## src/rtl/shared_bus_pkg.sv

```systemverilog
// Shared declarations for the shared bus controller.
//   state_t          : controller FSM states
//   OWNER_0/OWNER_1  : encodings of the current bus owner
//   DEF_*            : default parameter values
package shared_bus_pkg;

  typedef enum logic [1:0] {
    IDLE = 2'd0,
    XFER = 2'd1,
    DONE = 2'd2
  } state_t;

  localparam logic OWNER_0 = 1'b0;
  localparam logic OWNER_1 = 1'b1;

  localparam int unsigned DEF_WIDTH     = 8;
  localparam int unsigned DEF_BURST_LEN = 4;
  localparam int unsigned DEF_TIMEOUT   = 16;

endpackage : shared_bus_pkg

```

## src/rtl/xfer_watchdog.sv

```systemverilog
// Burst watchdog: counts consecutive stalled transfer cycles.
// Used only when SHARED_BUS_TIMEOUT_EN is defined.
//   clk, reset : clock, async active-low reset
//   tick       : a transfer cycle passed without an accepted word
//   clear      : restart the count (word accepted or not transferring)
//   expired    : combinational, this tick is the TIMEOUT-th stalled cycle
module xfer_watchdog
  import shared_bus_pkg::*;
#(
  parameter int unsigned TIMEOUT = DEF_TIMEOUT
) (
  input  logic clk,
  input  logic reset,
  input  logic tick,
  input  logic clear,
  output logic expired
);

  localparam int unsigned CW = (TIMEOUT > 1) ? $clog2(TIMEOUT + 1) : 1;

  logic [CW-1:0] cnt_q;

  // Count holds the stalls already seen, so the current tick is number cnt_q+1.
  assign expired = tick && (cnt_q == CW'(TIMEOUT - 1));

  always_ff @(posedge clk or negedge reset) begin
    if (!reset) begin
      cnt_q <= '0;
    end else if (clear) begin
      cnt_q <= '0;
    end else if (tick) begin
      cnt_q <= cnt_q + CW'(1);
    end
  end

endmodule : xfer_watchdog

```

## src/rtl/shared_bus_ctrl.sv

```systemverilog
// Shared bus controller: moves a fixed-length burst from the granted client
// onto a single registered output bus, and signals completion or abort.
// Optional macro SHARED_BUS_TIMEOUT_EN adds a stall watchdog (xfer_watchdog).
//   clk, reset          : clock, async active-low reset
//   grant_0/grant_1     : arbiter grants
//   date_x/valid_x      : client data words and valids
//   ack_0/ack_1         : combinational word-accept to each client
//   done_0/done_1       : one-cycle burst-complete pulse to the owner
//   bus_data/valid/src  : registered shared bus word, strobe and owner
//   abort               : one-cycle pulse, burst terminated early
//   grant_err           : sticky, both grants seen together in IDLE
module shared_bus_ctrl
  import shared_bus_pkg::*;
#(
  parameter int unsigned WIDTH     = DEF_WIDTH,
  parameter int unsigned BURST_LEN = DEF_BURST_LEN,
  parameter int unsigned TIMEOUT   = DEF_TIMEOUT
) (
  input  logic             clk,
  input  logic             reset,
  input  logic             grant_0,
  input  logic             grant_1,
  input  logic [WIDTH-1:0] date_0,
  input  logic             valid_0,
  input  logic [WIDTH-1:0] date_1,
  input  logic             valid_1,
  output logic             ack_0,
  output logic             ack_1,
  output logic             done_0,
  output logic             done_1,
  output logic [WIDTH-1:0] bus_data,
  output logic             bus_valid,
  output logic             bus_src,
  output logic             abort,
  output logic             grant_err
);

  localparam int unsigned CNT_W = (BURST_LEN > 1) ? $clog2(BURST_LEN) : 1;
  localparam logic [CNT_W-1:0] LAST_CNT = CNT_W'(BURST_LEN - 1);

  state_t             state_q, state_d;
  logic               owner_q, owner_d;
  logic [CNT_W-1:0]   count_q, count_d;
  logic [WIDTH-1:0]   bus_data_q, bus_data_d;
  logic               bus_valid_q, bus_valid_d;
  logic               bus_src_q, bus_src_d;
  logic               done_0_q, done_0_d;
  logic               done_1_q, done_1_d;
  logic               abort_q, abort_d;
  logic               grant_err_q, grant_err_d;

  logic               grant_own, valid_own, in_xfer, accept_c, wd_expired;
  logic [WIDTH-1:0]   date_own;

  // Owner-side view of the client interface; the non-owner is ignored.
  assign grant_own = (owner_q == OWNER_1) ? grant_1 : grant_0;
  assign valid_own = (owner_q == OWNER_1) ? valid_1 : valid_0;
  assign date_own  = (owner_q == OWNER_1) ? date_1  : date_0;
  assign in_xfer   = (state_q == XFER);
  assign accept_c  = in_xfer && grant_own && valid_own;

  assign ack_0 = accept_c && (owner_q == OWNER_0);
  assign ack_1 = accept_c && (owner_q == OWNER_1);

`ifdef SHARED_BUS_TIMEOUT_EN
  // Stalls are counted only inside XFER; entering XFER starts from zero.
  xfer_watchdog #(
    .TIMEOUT (TIMEOUT)
  ) u_watchdog (
    .clk     (clk),
    .reset   (reset),
    .tick    (in_xfer && !accept_c),
    .clear   (!in_xfer || accept_c),
    .expired (wd_expired)
  );
`else
  logic unused_timeout;
  assign unused_timeout = ^TIMEOUT;
  assign wd_expired     = 1'b0;
`endif

  // Next-state and next-output logic.
  always_comb begin
    state_d     = state_q;
    owner_d     = owner_q;
    count_d     = count_q;
    bus_data_d  = bus_data_q;
    bus_valid_d = 1'b0;
    bus_src_d   = bus_src_q;
    done_0_d    = 1'b0;
    done_1_d    = 1'b0;
    abort_d     = 1'b0;
    grant_err_d = grant_err_q;

    unique case (state_q)
      IDLE: begin
        if (grant_0) begin
          owner_d = OWNER_0;
          count_d = '0;
          state_d = XFER;
          if (grant_1) grant_err_d = 1'b1;
        end else if (grant_1) begin
          owner_d = OWNER_1;
          count_d = '0;
          state_d = XFER;
        end
      end

      XFER: begin
        if (!grant_own || wd_expired) begin
          abort_d = 1'b1;
          count_d = '0;
          state_d = IDLE;
        end else if (accept_c) begin
          bus_data_d  = date_own;
          bus_valid_d = 1'b1;
          bus_src_d   = owner_q;
          if (count_q == LAST_CNT) begin
            count_d = '0;
            state_d = DONE;
            // Registered so the pulse is visible exactly while in DONE.
            if (owner_q == OWNER_1) done_1_d = 1'b1;
            else                    done_0_d = 1'b1;
          end else begin
            count_d = count_q + CNT_W'(1);
          end
        end
      end

      DONE: begin
        state_d = IDLE;
      end

      default: begin
        state_d = IDLE;
      end
    endcase
  end

  // State and output registers.
  always_ff @(posedge clk or negedge reset) begin
    if (!reset) begin
      state_q     <= IDLE;
      owner_q     <= OWNER_0;
      count_q     <= '0;
      bus_data_q  <= '0;
      bus_valid_q <= 1'b0;
      bus_src_q   <= 1'b0;
      done_0_q    <= 1'b0;
      done_1_q    <= 1'b0;
      abort_q     <= 1'b0;
      grant_err_q <= 1'b0;
    end else begin
      state_q     <= state_d;
      owner_q     <= owner_d;
      count_q     <= count_d;
      bus_data_q  <= bus_data_d;
      bus_valid_q <= bus_valid_d;
      bus_src_q   <= bus_src_d;
      done_0_q    <= done_0_d;
      done_1_q    <= done_1_d;
      abort_q     <= abort_d;
      grant_err_q <= grant_err_d;
    end
  end

  assign bus_data  = bus_data_q;
  assign bus_valid = bus_valid_q;
  assign bus_src   = bus_src_q;
  assign done_0    = done_0_q;
  assign done_1    = done_1_q;
  assign abort     = abort_q;
  assign grant_err = grant_err_q;

endmodule : shared_bus_ctrl

```

## config.mk

```make
export PLATFORM = sky130hd
export DESIGN_NAME = shared_bus_ctrl
export DESIGN_NICKNAME = d
export VERILOG_FILES = /design/src/rtl/shared_bus_pkg.sv /design/src/rtl/xfer_watchdog.sv /design/src/rtl/shared_bus_ctrl.sv
export SDC_FILE = /design/constraint.sdc
export NUM_CORES = 1
export LEC_CHECK = 0
export CAP_MARGIN = 5
export CORE_MARGIN = 1
export CORE_UTILIZATION = 40
export CTS_BUF_LIST = sky130_fd_sc_hd__clkbuf_16
export DETAILED_ROUTE_END_ITERATION = 8
export PLACE_DENSITY = 0.88
export SLEW_MARGIN = 20
export SYNTH_ARGS = -nofsm -noshare
export SYNTH_HDL_FRONTEND = slang
export SYNTH_HIERARCHICAL = 1
export SYNTH_SLANG_ARGS = --single-unit
```

## constraint.sdc

```tcl
create_clock -name clk -period 3.4 [get_ports clk]
set_input_delay 0.68 -clock clk [delete_from_list [all_inputs] [get_ports clk]]
set_output_delay 0.68 -clock clk [all_outputs]
set_load 0.02 [all_outputs]
```

# After elaboration in Yosys (flattened, before gate mapping)
# Index checks and enable logic that the tools add are counted.
# classes
n_addsub	1
n_eq_ne	5
muxes	32
bitwise_logic	1
n_reduce_logical	12
# op_table
op	count
2-to-1 mux 2 bit	10
2-to-1 mux 1 bit	19
AND reduction 3 bit	4
2-to-1 mux 8 bit	1
case mux 2 bit (2 select lines)	2
!= test 3 x 2 -> 1 bit, second input constant	2
logical AND 1 bit	4
nonzero test 2 bit	2
!= test 3 bit, second input constant	1
adder 2 x 1 -> 2 bit, second input constant	1
equality test 2 x 1 -> 1 bit, second input constant	1
equality test 2 bit, second input constant	1
zero test 2 bit	1
AND reduction 2 bit	1
NOT 1 bit	1
# word_totals
ff_bits	19
in_bits	22
output_inout_bits	16

# Logic depth before layout (Yosys ltp)
# depth
word_depth	6
ltp_mapped	4

# Worst setup path before layout
# No wires, ideal clock.
# synth_path
path_type	in2out
start	input valid_1
end	output ack_1
arrival_ns	1.261
required_ns	2.720
setup_slack_ns	1.459
cell_stages	2
n_path_buf	0
cell_sequence	nand3b_1 -> nor2_1
# synth_via
elab_chain_cells	3
# synth_lines
item	line_no	rtl
start, declared	shared_bus_ctrl.sv:26	input logic valid_1,
2-to-1 mux 1 bit	shared_bus_ctrl.sv:57	assign valid_own = (owner_q == OWNER_1) ? valid_1 : valid_0;
logical AND 1 bit	shared_bus_ctrl.sv:60	assign accept_c = in_xfer && grant_own && valid_own;
logical AND 1 bit	shared_bus_ctrl.sv:63	assign ack_1 = accept_c && (owner_q == OWNER_1);
end, declared	shared_bus_ctrl.sv:28	output logic ack_1,
# No other way between the ends.

# Worst setup path in the final report
# layout_path
start	input grant_0
end	output ack_0
# layout_via
elab_chain_cells	4
# layout_lines
item	line_no	rtl
start, declared	shared_bus_ctrl.sv:21	input logic grant_0,
2-to-1 mux 1 bit	shared_bus_ctrl.sv:56	assign grant_own = (owner_q == OWNER_1) ? grant_1 : grant_0;
logical AND 1 bit (2 in series)	shared_bus_ctrl.sv:60	
logical AND 1 bit	shared_bus_ctrl.sv:62	assign ack_0 = accept_c && (owner_q == OWNER_0);
end, declared	shared_bus_ctrl.sv:27	output logic ack_0,
# No other way between the ends.

==> flow_summary.yaml <==
outcome:
  status: "finished clean"
synth:
  syn_inst: 77
  synth_ff_type: "dfrtp_1"
  synth_area_leaders: "dfrtp_1, a221o_1, nor3_1, mux2_2, inv_1"
  ys_ff_latch: 19
  yosysWarnings: 6
  synth_edf_count: 0
  syn_area_per_cell_um2: 11.7
  async_flop_share: 1.00
  yosysTopAreaCell: "dfrtp_1"
  ys_seq_area_frac: 0.529
  synth_area_um2: 898
  synth_cell_types: 27
  yosysTopAreaCellShare: 0.529
  yosysMostFrequentCell: "dfrtp_1"
  synth_nets: 100
  synth_common_cells: "dfrtp_1, a221o_1, inv_1, nor3_1, nor2_1"
sta:
  rsz0062_at_grt: "no"
  setup_violations: 0
  finalClockSkew_ns: 0.00301
  period_minus_slack_ns: 2.95
  fin_tns_setup_ns: 0
  timing.hold.ws_ns: 0.473
  drv_slew: 0
  timing.fmax_mhz: 339
  hold_viol: 0
  worst_slew_pin_slew_ns: 0.820
  slew_headroom: 0.452
  period_share: 0.869
clocking:
  cts_num_sinks: 19
  clock_latency_ns: 0.25
  cts_setup_buffers: 0
  h-tree-depth: 1
  cts_root_buf: "clkbuf_16"
  postCtsResizedCells: 0
  ctsLongestPathBuffers: 2
  cts_tree: "yes"
  ctsHoldBuffers: 0
  numCtsBuffers: 3
  clk_pin_slew_ns: 0.05
floorplan:
  start_util: 0.440
  row_count: 16
  die_w_um: 49.4
  io_pins: 38
  core_area_mm2: 0.00204
  die_h_um: 49.4
  die-area_mm2: 0.00244
routing:
  route.detailed.drc: 0
  viasPerCell: 5.44
  vias: 789
  wl_um: 2130
  ant_nets: 0
  drt-initial-drc-count: 15
  wire_per_inst_um: 14.7
  dr.pass1.iters: 4
critical_path:
  slowest_delay_ns: 0.63
  crit_fanout: 11
  worst_setup_path_start_kind: "input pin"
  path_class: "input pin to primary output"
  worstPathRequired_ns: 2.72
  cpMaxStageDelayCell: "clkdlybuf4s50_1"
  critPathCaptureType: "primary output"
  crit_chain: "clkdlybuf4s50_1, and4b_4, clkdlybuf4s50_1"
  worst-path-buf-inv: 2
  cpMostUsedCell: "clkdlybuf4s50_1"
  cp.arrival_ns: 2.27
  cp_top_family: "buffers and inverters"
global_routing:
  globalRouteOverflowTotal: 0
  grt_start_max_net_pins: 20
  grt_pass1_vias: 784
  antenna_found_initial: 0
  grt_usage: 0.194
  grt_pass1_wl_um: 3560
pwr:
  max-vdd-ir-drop_mv: 0.478
  power.leakage_nw: 0.618
  power_density_mw_per_mm2: 765
final_layout:
  n_fill_cell: 154
  area.growth.synth_to_final_pct: 53.6
  utilization: 0.676
  fin_nets: 142
  n_antenna_cell: 0
  drive_above_1_share: 0.136
  multiInputGateArea_um2: 377
  ff_latch_area_um2: 475
placed_design:
  port_buffers: 37
  dp_hpwl_um: 1500
  gp_congestion: 0.879
run:
  drv_cap: 0
hold_path:
  hp-class: "register to register"
==> path summary, 6_finish.rpt <==
kind / slack (ns) / startpoint / to / depth (start not counted)
min in group asynchronous: 0.91 / reset / bus_data[5]$_DFFE_PN0P_ / 1
max in group asynchronous: 1.98 / reset / count_q[1]$_DFFE_PN0P_ / 1
setup reg to reg: 1.90 / owner_q$_DFFE_PN0P_ / count_q[1]$_DFFE_PN0P_ / 3
hold reg to reg: 0.47 / grant_err$_DFFE_PN0P_ / grant_err$_DFFE_PN0P_ / 1
setup / recovery: 0.45 / grant_0 / ack_0 / 3
hold / removal: 0.47 / grant_err$_DFFE_PN0P_ / grant_err$_DFFE_PN0P_ / 1
==> final cells by class <==
| cell class | count | area share |
|---|---|---|
| Clock buffer | 3 | 0.0544 |
| Multi-Input combinational cell | 48 | 0.273 |
| Sequential cell | 19 | 0.345 |
| Clock inverter | 1 | 0.00272 |
| Inverter | 8 | 0.0218 |
| Tap cell | 27 | 0.0245 |
| Timing Repair Buffer | 39 | 0.279 |
==> sequential cells by signal (all words and copies together), names as in the netlist <==
register   cells
abort          1
state_q        2
count_q        2
done_1         1
bus_valid      1
grant_err      1
owner_q        1
bus_src        1
done_0         1
bus_data       8
==> routing by layer <==
metal  track usage  part of all wire  up-vias
met3        0.0436             0.071        5
met2         0.297              0.45       38
met1         0.260              0.46      379
met5             0                 0        -
met4        0.0857             0.019        0
li1              -                 -      367
==> cells by family (layout without fill, tap and decap cells) <==
group / count (synthesis) / after routing / share of synthesized area
AND/OR/NAND/NOR: 29 / 29 / 0.219
flip-flops: 19 / 19 / 0.529
AO/OA/AOI/OAI: 14 / 14 / 0.132
multiplexers: 4 / 4 / 0.0543
buffers and inverters: 10 / 51 / 0.0515
adder cells (fa/ha/maj): 1 / 1 / 0.0139
==> layout by cell type (no fill, tap or decap), drive strengths merged, types with 2 or more instances in the layout <==
cell type,netlist,layout
clkdlybuf4s50,0,37
and3,2,2
nand2,2,2
a21oi,2,2
o21ai,2,2
nor3,8,8
and2,3,3
nor2,4,4
mux2,4,4
buf,2,2
nor2b,2,2
and4b,2,2
nand3,2,2
dfrtp,19,19
inv,8,9
clkbuf,0,3
a221o,8,8
==> power by group <==
group	switching, W	internal (W)	leakage, nW	total (W)
Clock	0.0000750	0.000156	0.0423	0.000231
Combinational	0.000214	0.000246	0.336	0.000460
Sequential	0.0000592	0.000306	0.240	0.000365
==> worst register-to-register path: cells and delay by family, from the launching register on <==
kind	cells	cell delay, ns
muxes	1	0.37
DFF	1	0.46
and+or+nand+nor	2	0.56
==> through the flow <==
step / setup WS, ns / power, W / cells / instance area [um^2]
2_1_floorplan: 1.46 / 0.000623 / 77 / 898
3_3_place_gp: 0.487 / 0.000809 / 141 / 1300
3_5_place_dp: 0.468 / 0.000827 / 141 / 1300
4_1_cts: 0.465 / 0.00106 / 145 / 1380
5_1_grt: 0.379 / 0.00111 / 145 / 1380
6_report: 0.446 / 0.00106 / 145 / 1380
(Power assumes the default switching activity.)
